### src/rtl/tmds_deserializer.sv
// TMDS serial-to-parallel deserializer with control-token word alignment.
// Optional lock-loss monitor enabled by defining TMDS_DESER_LOCK_MONITOR_EN.
module tmds_deserializer #(
    parameter int VERIFY_COUNT = 4,
    parameter int LOSS_WORDS   = 1024
) (
    input  logic       clk_tmds,
    input  logic       rst_n,
    input  logic       data_i,
    output logic [9:0] data_o,
    output logic       data_valid_o,
    output logic       token_o,
    output logic       locked_o
);

    localparam logic [1:0] SEARCH = 2'd0;
    localparam logic [1:0] VERIFY = 2'd1;
    localparam logic [1:0] LOCKED = 2'd2;

    localparam logic [3:0] VERIFY_TARGET = 4'(VERIFY_COUNT);

    if (VERIFY_COUNT < 1 || VERIFY_COUNT > 15) begin : g_bad_verify_count
        $error("tmds_deserializer: VERIFY_COUNT must be 1..15");
    end
    if (LOSS_WORDS < 2 || LOSS_WORDS > 65535) begin : g_bad_loss_words
        $error("tmds_deserializer: LOSS_WORDS must be 2..65535");
    end

    logic [9:0] window;
    logic [3:0] fill_cnt;
    logic [3:0] phase;
    logic [3:0] hit_cnt;
    logic [3:0] hit_next;
    logic [1:0] state;
    logic       window_valid;
    logic       boundary;
    logic       is_token;

    assign window_valid = (fill_cnt == 4'd10);
    assign boundary     = (phase == 4'd0);
    assign hit_next     = hit_cnt + 4'd1;
    assign locked_o     = (state == LOCKED);

    always_comb begin
        is_token = 1'b0;
        case (window)
            10'b1101010100,
            10'b0010101011,
            10'b0101010100,
            10'b1010101011: is_token = 1'b1;
            default:        is_token = 1'b0;
        endcase
    end

    // Window shifts toward bit 0 so the first-received bit of a word ends at bit 0.
    always_ff @(posedge clk_tmds or negedge rst_n) begin
        if (!rst_n) begin
            window   <= 10'd0;
            fill_cnt <= 4'd0;
        end else begin
            window <= {data_i, window[9:1]};
            if (fill_cnt != 4'd10) begin
                fill_cnt <= fill_cnt + 4'd1;
            end
        end
    end

    // Phase 0 marks a cycle where the window holds a complete aligned word.
    always_ff @(posedge clk_tmds or negedge rst_n) begin
        if (!rst_n) begin
            phase <= 4'd0;
        end else if (state == SEARCH && window_valid && is_token) begin
            phase <= 4'd1;
        end else if (phase == 4'd9) begin
            phase <= 4'd0;
        end else begin
            phase <= phase + 4'd1;
        end
    end

`ifdef TMDS_DESER_LOCK_MONITOR_EN
    localparam logic [15:0] LOSS_TARGET = 16'(LOSS_WORDS);
    logic [15:0] loss_cnt;
    logic [15:0] loss_next;
    assign loss_next = loss_cnt + 16'd1;
`endif

    always_ff @(posedge clk_tmds or negedge rst_n) begin
        if (!rst_n) begin
            state        <= SEARCH;
            hit_cnt      <= 4'd0;
            data_o       <= 10'd0;
            data_valid_o <= 1'b0;
            token_o      <= 1'b0;
`ifdef TMDS_DESER_LOCK_MONITOR_EN
            loss_cnt     <= 16'd0;
`endif
        end else begin
            data_valid_o <= 1'b0;
            token_o      <= 1'b0;
            case (state)
                SEARCH: begin
                    if (window_valid && is_token) begin
                        hit_cnt <= 4'd1;
                        state   <= (VERIFY_TARGET == 4'd1) ? LOCKED : VERIFY;
                    end
                end
                VERIFY: begin
                    if (boundary) begin
                        if (is_token) begin
                            hit_cnt <= hit_next;
                            if (hit_next == VERIFY_TARGET) begin
                                state <= LOCKED;
                            end
                        end else begin
                            hit_cnt <= 4'd0;
                            state   <= SEARCH;
                        end
                    end
                end
                LOCKED: begin
                    if (boundary) begin
                        data_o       <= window;
                        data_valid_o <= 1'b1;
                        token_o      <= is_token;
`ifdef TMDS_DESER_LOCK_MONITOR_EN
                        if (is_token) begin
                            loss_cnt <= 16'd0;
                        end else if (loss_next == LOSS_TARGET) begin
                            loss_cnt <= 16'd0;
                            hit_cnt  <= 4'd0;
                            state    <= SEARCH;
                        end else begin
                            loss_cnt <= loss_next;
                        end
`endif
                    end
                end
                default: begin
                    hit_cnt <= 4'd0;
                    state   <= SEARCH;
                end
            endcase
        end
    end

endmodule

### config.mk
export PLATFORM = sky130hd
export DESIGN_NAME = tmds_deserializer
export DESIGN_NICKNAME = d
export VERILOG_FILES = /design/src/rtl/tmds_deserializer.sv
export SDC_FILE = /design/constraint.sdc
export NUM_CORES = 1
export LEC_CHECK = 0
export CAP_MARGIN = 20
export CORE_AREA = 2 2 62 64
export CTS_BUF_LIST = sky130_fd_sc_hd__clkbuf_2 sky130_fd_sc_hd__clkbuf_4 sky130_fd_sc_hd__clkbuf_8
export DETAILED_ROUTE_END_ITERATION = 12
export DIE_AREA = 0 0 64 66
export GPL_ROUTABILITY_DRIVEN = 0
export PLACE_DENSITY_LB_ADDON = 0.25
export SLEW_MARGIN = 15
export SYNTH_ARGS = -nofsm -noshare
export SYNTH_HDL_FRONTEND = slang
export SYNTH_SLANG_ARGS = --single-unit
### constraint.sdc
create_clock -name clk_tmds -period 1.9 [get_ports clk_tmds]
set_input_delay 0.38 -clock clk_tmds [delete_from_list [all_inputs] [get_ports clk_tmds]]
set_output_delay 0.38 -clock clk_tmds [all_outputs]
set_load 0.005 [all_outputs]
; Yosys cells after proc, flatten, opt, wreduce, memory -nomap -nowiden
; Index checks and enable logic that the tools add are counted.
[word_totals]
ff_bits = 36
input_bits = 3
output_inout_bits = 13
word_cells = 50
[classes]
addsub = 3
eq_ne = 13
muxes = 16
bitwise_logic = 1
reduce_logical = 9
[op_table]
columns = cell, count
row1 = "10-bit equality test, second input constant", 2
row2 = 4-bit two-way mux, 5
row3 = "4-bit by 1-bit adder with 4-bit output, second input constant", 3
row4 = 4-bit one-hot mux with 3 select lines, 1
row5 = "10-bit by 8-bit equality test with 1-bit output, second input constant", 1
row6 = "10-bit by 9-bit equality test with 1-bit output, second input constant", 1
row7 = "4-bit equality test, second input constant", 2
row8 = 2-bit two-way mux, 4
row9 = 2-bit one-hot mux with 3 select lines, 1
row10 = 1-bit two-way mux, 5
row11 = "4-bit by 3-bit equality test with 1-bit output, second input constant", 1
row12 = 4-bit logical NOT, 1
row13 = "4-bit != test, second input constant", 1
row14 = 4-bit AND reduction, 1
row15 = 4-bit OR reduction, 1
row16 = 1-bit logical AND, 3
row17 = "3-bit != test, second input constant", 1
row18 = 3-bit AND reduction, 1
row19 = "2-bit by 1-bit equality test with 1-bit output, second input constant", 1
row20 = "2-bit equality test, second input constant", 1
row21 = 2-bit logical NOT, 1
row22 = "2-bit by 1-bit != test with 1-bit output, second input constant", 1
row23 = "2-bit != test, second input constant", 1
row24 = 2-bit AND reduction, 1
row25 = 1-bit NOT, 1

; Depth between registers and ports, before layout
; Gate-level depths: netlist of the first run.
[logic_depth]
word_depth = 6
ltp_mapped = 7
depth_no_buf = 6

; Worst setup path before layout of the first run
; Ideal clock, no wire load.
[synth_path]
path_kind = register to register
startpoint = register window[4]
endpoint = register hit_cnt[0]
setup_ps = 83
t_arrival_ps = 1604
required_time_ps = 1817
path_slack_ps = 213
stages_incl_launch_ff = 6
cell_sequence = dfrtp_1 nand4bb_1 or4_4 and2_4 o31a_1 o22ai_2
[synth_via]
elab_chain_len = 6
[synth_rtl]
columns = element, line_no
row1 = from (decl), 29  ; logic [9:0] window;
row2 = from (signal assigned), 61  ; window <= {data_i, window[9:1]};
row3 = "10-bit equality test, or another cell as far along", 46  ; case (window)
row4 = 4-bit OR reduction *, 46
row5 = 1-bit two-way mux *, 46
row6 = 4-bit two-way mux / 1-bit logical AND (equally long branches), "110, 103"
row7 = 4-bit two-way mux / 2-bit by 1-bit != test with 1-bit output (equally long branches), --
row8 = 4-bit one-hot mux with 3 select lines / 3-bit AND reduction (equally long branches), --
row9 = to (signal assigned), 111  ; hit_cnt <= hit_next;
row10 = to (decl), 32  ; logic [3:0] hit_cnt;
; Every way passes the cells marked *; elsewhere a longest branch is shown, timed or not. The select of a mux whose other input is x is not followed.
; A chain may end at the register's enable or synchronous reset.

; Worst setup path in the final report of the first run
[layout_path]
startpoint = register state[0]
endpoint = output port locked_o
[layout_via]
elab_chain_len = 1
[layout_rtl]
columns = element, line_no
row1 = from (decl), 34  ; logic [1:0] state;
row2 = from (signal assigned), 105  ; state <= (VERIFY_TARGET == 4'd1) ? LOCKED : VERIFY;
row3 = 2-bit equality test, 42  ; assign locked_o = (state == LOCKED);
row4 = to (decl), 13  ; output logic locked_o
; No other way between the ends.

==> out/metrics.csv, run 1 <==
metric,value,unit
outcome,"finished, final reports clean",
Syn Std Cell Area,1560,um2
final antenna diode count,0,
Root Driver,clkbuf_4,
DRT Pass-1 Iters,4,
Slew headroom,0.700,
WL/cell,13.8,um
worst-skew pair later-pin latency,340,ps
Worst Hold Class,reg2reg,
largest net degree at the start of global routing,37,
Final Hold Fails,0,
"EDFF count, synth",0,
critical path required time,1520,ps
vias,1148,
critical path arrival,1410,ps
Clock transition at path regs,110,ps
Setup CP Type,reg2out,
crit-path max cell delay,520,ps
RSZ-0062 raised after global routing,false,
"leading cell type in the layout, fill and taps excluded",nand2_1,
port buffer count,15,
worst slew pin tran,450,ps
H-tree depth,2,
cell breakdown of the critical path,"nor2b_2, clkdlybuf4s50_1",
All-Layer GR Usage,0.171,
Worst Setup End Kind,output port,
Post-Layout Inst Area,1870,um2
post-synth cell types,38,
crit share post-route,0.941,
sequential-to-total area share from yosys stat,0.577,
initial antenna violation count,0,
CTS sink cnt,36,
Worst Skew,6.71,ps
Seq cells post-synth,36,
Post-CTS Hold Fix Bufs,0,
Layout area overhead,19.7,%
num ports,16,
"FFs w/ async S/R, synth",1.00,
share of layout cells above drive strength 1,0.132,
final setup fails,0,
PwrDens,820,nW/um2
Vias/cell,5.17,
postcts setup bufs,0,
Startpoint Class,register,
Tmin final,1790,ps
"Net Count, Synth",156,
vias in the first global route,1175,
Core ar.,3550,um2
Die Y,66,um
FMAX,559,MHz
# DRC,0,
static leakage,0.000897,uW
area post-placement,1800,um2
peak supply drop,0.000462,V
"Avg Cell Area, Syn",10.5,um2
CP bufs+invs,1,
max-slew violation count,0,
post-DP HPWL,2130,um
fillers,331,
most frequent cells in the layout,"38 x nand2_1, 36 x dfrtp_1, 15 x clkdlybuf4s50_1",
DR iter-0 viols,30,
Num CTS Buffers,5,
"delay-heaviest family, CP",buffers and inverters,
CP max FO,3,
TNS Setup,0,ps
total wire length,3060,um
Synthesis Warnings,0,
final net count,180,
CTS tree,built,
post-route ant nets,0,
die area,4220,um2
grt ovf,0,
CP max stage cell,clkdlybuf4s50_1,
number of max-cap violations,0,
first-pass GRT wire length,5450,um
clk buf depth,2,
Initial Util,0.440,
Mapped Cells,149,
FP Rows,22,
chip width,64,um
Final Power,1530,uW
prevailing post-synth register cell,dfrtp_1,
synth_stat cells (all sizes together) (2+ instances only):
library cell | n | area, um2
ha | 4 | 50.1
mux2i | 3 | 30.0
inv | 4 | 15.0
a21oi | 6 | 33.8
dfrtp | 36 | 901
a21o | 2 | 15.0
nand3 | 5 | 25.0
nand3b | 3 | 22.5
nand2 | 38 | 143
nor2 | 13 | 51.3
xnor2 | 4 | 35.0
nor2b | 2 | 12.5
clkbuf | 3 | 11.3
o21ai | 4 | 20.0
a22oi | 2 | 15.0
sequential cells by signal, summed over array words and instances (netlist names):
name          cells
token_o           1
state             2
window           10
fill_cnt          4
data_valid_o      1
phase             4
data_o           10
hit_cnt           4
power by group:
group | switching [uW] | internal, uW
registers | 62.0 | 817
clock network | 253 | 211
logic | 103 | 85.3
total | 418 | 1110
kinds of logic after synthesis:
group | share of synthesized area
compound gates | 0.0962
fa+ha+maj | 0.0321
flops | 0.577
xor+xnor | 0.0280
mux | 0.0192
simple gates | 0.228
buf+inv | 0.0200
through the flow:
stage / std cells / setup WS [ps] / util / hold slack (ps)
3_5_place_dp: 214 / 131 / 0.507 / 372
6_report: 222 / 111 / 0.526 / 392
2_1_floorplan: 149 / 213 / - / 84.4
5_1_grt: 222 / 32.5 / 0.526 / 402
3_3_place_gp: 214 / 162 / 0.507 / 358
4_1_cts: 222 / 45.5 / 0.526 / 396
final timing paths:
path / start / to / slack, ps / cells after the start
setup / recovery: state[0] / locked_o / 110 / 2
min in group asynchronous: rst_n / fill_cnt[0] / 440 / 2
setup reg to reg: window[4] / phase[3] / 120 / 5
hold reg to reg: window[9] / window[8] / 390 / 0
max in group asynchronous: rst_n / window[9] / 1130 / 2
hold / removal: window[9] / window[8] / 390 / 0
layout make-up:
cell class,instances,area [um2],area share
inverter,4,15.0,0.00803
tap,48,60.1,0.0321
multi-input combinational,105,632,0.338
sequential,36,901,0.482
clock buffer,8,66.3,0.0355
timing repair buffer,21,195,0.104
metal layers:
layer	GRT usage	routed length [um]	vias to the layer above
met5	0	0	-
met2	0.277	1490	23
met4	0.0870	89	0
met1	0.206	1350	563
li1	-	-	552
met3	0.0528	133	10
repair_timing:
action	in CTS	in global routing
resized for setup	0	1
endpoints found under the setup margin	0	1
hold endpoints to repair	0	0
(Power assumes the default switching activity.)
==> run 2: changes to the inputs <==
Settings changed: REMOVE_ABC_BUFFERS set to 1.
==> out/metrics.csv, run 2 (same netlist as run 1, synthesis figures left out) <==
metric,value,unit
max-slew violation count,0,
Non-Filler Instances,221,
final setup margin,113,ps
most frequent cells in the layout,"38 x nand2_1, 36 x dfrtp_1, 14 x clkdlybuf4s50_1",
static leakage,0.000922,uW
FP Rows,22,
peak supply drop,0.000489,V
die area,4220,um2
Final Power,1660,uW
Worst Skew,12.5,ps
H-tree depth,2,
# DRC,0,
cell breakdown of the critical path,"nand4bb_1, or4_4, and2_4, o31a_1, o22ai_2",
vias in the first global route,1145,
critical path arrival,2040,ps
post-route ant nets,0,
grt ovf,0,
area post-placement,1790,um2
final setup fails,0,
CP bufs+invs,0,
initial antenna violation count,0,
Final Hold Fails,0,
"leading cell type in the layout, fill and taps excluded",nand2_1,
CP max stage cell,or4_4,
Vias/cell,5.10,
pre-CTS setup slack,130,ps
post-DP HPWL,1960,um
Root Driver,clkbuf_4,
dpl cells,213,
postcts setup bufs,0,
CTS sink cnt,36,
number of max-cap violations,0,
final net count,179,
clk buf depth,2,
Tmin final,1790,ps
worst slew pin tran,441,ps
"delay-heaviest family, CP",simple AND/OR/NAND/NOR gates,
CP max FO,5,
CTS tree,built,
biggest regs,"data_o (10), window (10)",
total wire length,2810,um
Die Y,66,um
DR iter-0 viols,57,
crit share post-route,0.941,
outcome,"finished, final reports clean",
critical path required time,2160,ps
largest net degree at the start of global routing,37,
Post-Layout Inst Area,1890,um2
chip width,64,um
first-pass GRT wire length,5080,um
RSZ-0062 raised after global routing,false,
WL/cell,12.7,um
Initial Util,0.440,
PwrDens,879,nW/um2
FMAX,560,MHz
Slew headroom,0.706,
Startpoint Class,register,
share of layout cells above drive strength 1,0.127,
crit-path max cell delay,530,ps
Worst Setup End Kind,register,
vias,1126,
TNS Setup,0,ps
final antenna diode count,0,
All-Layer GR Usage,0.162,
Clock transition at path regs,110,ps
DRT Pass-1 Iters,4,
worst-skew pair later-pin latency,340,ps
Layout area overhead,21.2,%
Core ar.,3550,um2
port buffer count,15,
Worst Hold Class,reg2reg,
Setup CP Type,reg2reg,
num ports,16,
Post-CTS Hold Fix Bufs,0,
Num CTS Buffers,5,
run 2: repair_timing:
action                     in CTS  in global routing
setup endpoints to repair       1                  1
gates cloned                    0                  0
pin swaps                       0                  0
gates resized for setup         1                  1
run 2: worst register-to-register path: cells and delay by family, from the launching register on:
family / cells / cell delay, ps
and+or+nand+nor: 3 / 880
AOI/OAI and AO/OA: 2 / 410
DFF: 1 / 410
run 2: path summary, 6_finish.rpt:
kind / startpoint / to / slack, ps / cells past startpoint
min: window[9] / window[8] / 390 / 0
min in group asynchronous: rst_n / window[5] / 440 / 2
max reg2reg: window[4] / hit_cnt[0] / 110 / 5
max in group asynchronous: rst_n / phase[3] / 1130 / 2
min reg2reg: window[9] / window[8] / 390 / 0
max: window[4] / hit_cnt[0] / 110 / 5
run 2: per-stage QoR:
step	hold WS, ps	utilization
2_1_floorplan	84.4	-
3_3_place_gp	357	0.505
3_5_place_dp	374	0.505
4_1_cts	398	0.532
5_1_grt	407	0.533
6_report	388	0.533
run 2: routing by layer:
layer,vias to the layer above,global-route usage,part of all wire
met1,538,0.205,0.45
li1,556,-,-
met5,-,0,0
met2,26,0.250,0.48
met3,6,0.0562,0.052
met4,0,0.0734,0.019
run 2: cell type report:
cell class | count | area, um2
multi-input cells | 105 | 632
fillers | 312 | 1660
flip-flops and latches | 36 | 901
clock inverters | 1 | 30.0
repair buffers | 20 | 190
clock buffers | 7 | 65.1
inverters | 4 | 15.0
well taps | 48 | 60.1
run 2: power by group:
group | switching [uW] | total (uW) | internal (uW)
Clock | 246 | 596 | 349
Sequential | 64.4 | 882 | 817
Combinational | 102 | 187 | 85.2
Total | 413 | 1660 | 1250
==> run 3: changes to the inputs <==
Settings changed: SETUP_SLACK_MARGIN set to 0.05.
==> out/metrics.csv, run 3 (same netlist as run 1, synthesis figures left out) <==
metric,value,unit
outcome,"finished, final reports clean",
Slew headroom,0.704,
Worst Hold Class,reg2reg,
die area,4220,um2
biggest regs,"data_o (10), window (10)",
Post-Layout Inst Area,1910,um2
Worst Setup End Kind,register,
# DRC,0,
DRT Pass-1 Iters,4,
final setup fails,0,
number of max-cap violations,0,
Switch Pwr,416,uW
share of layout cells above drive strength 1,0.132,
initial antenna violation count,0,
Root Driver,clkbuf_4,
clock power share,0.358,
CP bufs+invs,0,
Clock transition at path regs,110,ps
Layout area overhead,22.5,%
vias in the first global route,1145,
port buffer count,15,
most frequent cells in the layout,"38 x nand2_1, 36 x dfrtp_1, 14 x clkdlybuf4s50_1",
static leakage,0.000929,uW
Vias/cell,5.06,
Setup CP Type,reg2reg,
final core occ,0.539,
Final Hold Fails,0,
WL/cell,12.7,um
CP max stage cell,or4_4,
Tmin final,1720,ps
final net count,180,
vias,1123,
fillers,310,
critical path arrival,1980,ps
final setup margin,179,ps
TNS Setup,0,ps
sw frac,0.249,
grt ovf,0,
Fin Hold WS,388,ps
peak supply drop,0.000488,V
crit share post-route,0.906,
All-Layer GR Usage,0.162,
pre-CTS setup slack,130,ps
Worst Skew,13.7,ps
Die Y,66,um
FP Rows,22,
cell breakdown of the critical path,"nand4bb_1, or4_4, and2_4, o31a_1, o22ai_2",
critical path required time,2160,ps
DR iter-0 viols,51,
worst slew pin tran,444,ps
CP max FO,5,
clk buf depth,2,
Num CTS Buffers,5,
crit-path max cell delay,470,ps
num ports,16,
CTS tree,built,
Startpoint Class,register,
Multi-input gate area,644,um2
chip width,64,um
Seq pwr share,0.528,
post-DP HPWL,1960,um
Pint,1250,uW
first-pass GRT wire length,5080,um
largest net degree at the start of global routing,37,
Initial Util,0.440,
final antenna diode count,0,
Core ar.,3550,um2
area post-placement,1790,um2
FMAX,581,MHz
max-slew violation count,0,
Register Area,901,um2
combinational power share,0.113,
RSZ-0062 raised after global routing,false,
"leading cell type in the layout, fill and taps excluded",nand2_1,
"delay-heaviest family, CP",simple AND/OR/NAND/NOR gates,
total wire length,2820,um
worst-skew pair later-pin latency,340,ps
PwrDens,872,nW/um2
CTS sink cnt,36,
post-route ant nets,0,
H-tree depth,2,
==> run 3: changes by cell type in the layout (fill, tap and decap cells not counted), sizes merged <==
cell / before / now
buf: 5 / 6
==> run 3: path summary, 6_finish.rpt <==
check | endpoint | slack, ps | startpoint | cells after the start
min in group asynchronous | window[5] | 440 | rst_n | 2
max in group asynchronous | phase[3] | 1140 | rst_n | 2
worst min-delay path | window[8] | 390 | window[9] | 0
worst max-delay path | hit_cnt[0] | 180 | window[4] | 5
worst max register to register | hit_cnt[0] | 180 | window[4] | 5
worst min register to register | window[8] | 390 | window[9] | 0
==> run 3: metrics by stage <==
step           power [uW]  instances
2_1_floorplan        1010        145
5_1_grt              1760        222
3_5_place_dp         1080        213
3_3_place_gp         1060        213
6_report             1670        222
4_1_cts              1680        221
==> run 3: metal layers <==
| layer | vias to the layer above | global-route usage | part of all wire |
|---|---|---|---|
| met1 | 537 | 0.205 | 0.45 |
| met2 | 22 | 0.250 | 0.48 |
| met3 | 6 | 0.0562 | 0.047 |
| met4 | 0 | 0.0734 | 0.019 |
| li1 | 558 | - | - |
| met5 | - | 0 | 0 |
==> run 3: timing repair <==
action | CTS | global route
gates resized for setup | 1 | 3
hold buffers | 0 | 0
endpoints found under the setup margin | 1 | 8
pin swaps | 0 | 1
buffers inserted | 0 | 1
==> run 3: power by group through the flow <==
| stage | registers (uW) | clock network (uW) | logic, uW |
|---|---|---|---|
| global placement | 888 | 0 | 173 |
| floorplan | 892 | 0 | 122 |
| global route | 893 | 647 | 217 |
| CTS | 880 | 614 | 189 |
| detailed placement | 895 | 0 | 187 |
| finish | 882 | 598 | 189 |
==> run 3: final cells by class <==
| class | count | area share |
|---|---|---|
| sequential | 36 | 0.471 |
| multi-input combinational | 105 | 0.337 |
| timing repair buffer | 21 | 0.103 |
| clock buffer | 7 | 0.0340 |
| tap | 48 | 0.0314 |
| clock inverter | 1 | 0.0157 |
| inverter | 4 | 0.00785 |
==> run 3: worst register-to-register path, cell delays in order, from the launching register on <==
cell	delay (ps)
dfrtp_1	410
nand4bb_1	180
or4_4	470
and2_4	170
o31a_1	270
o22ai_2	140
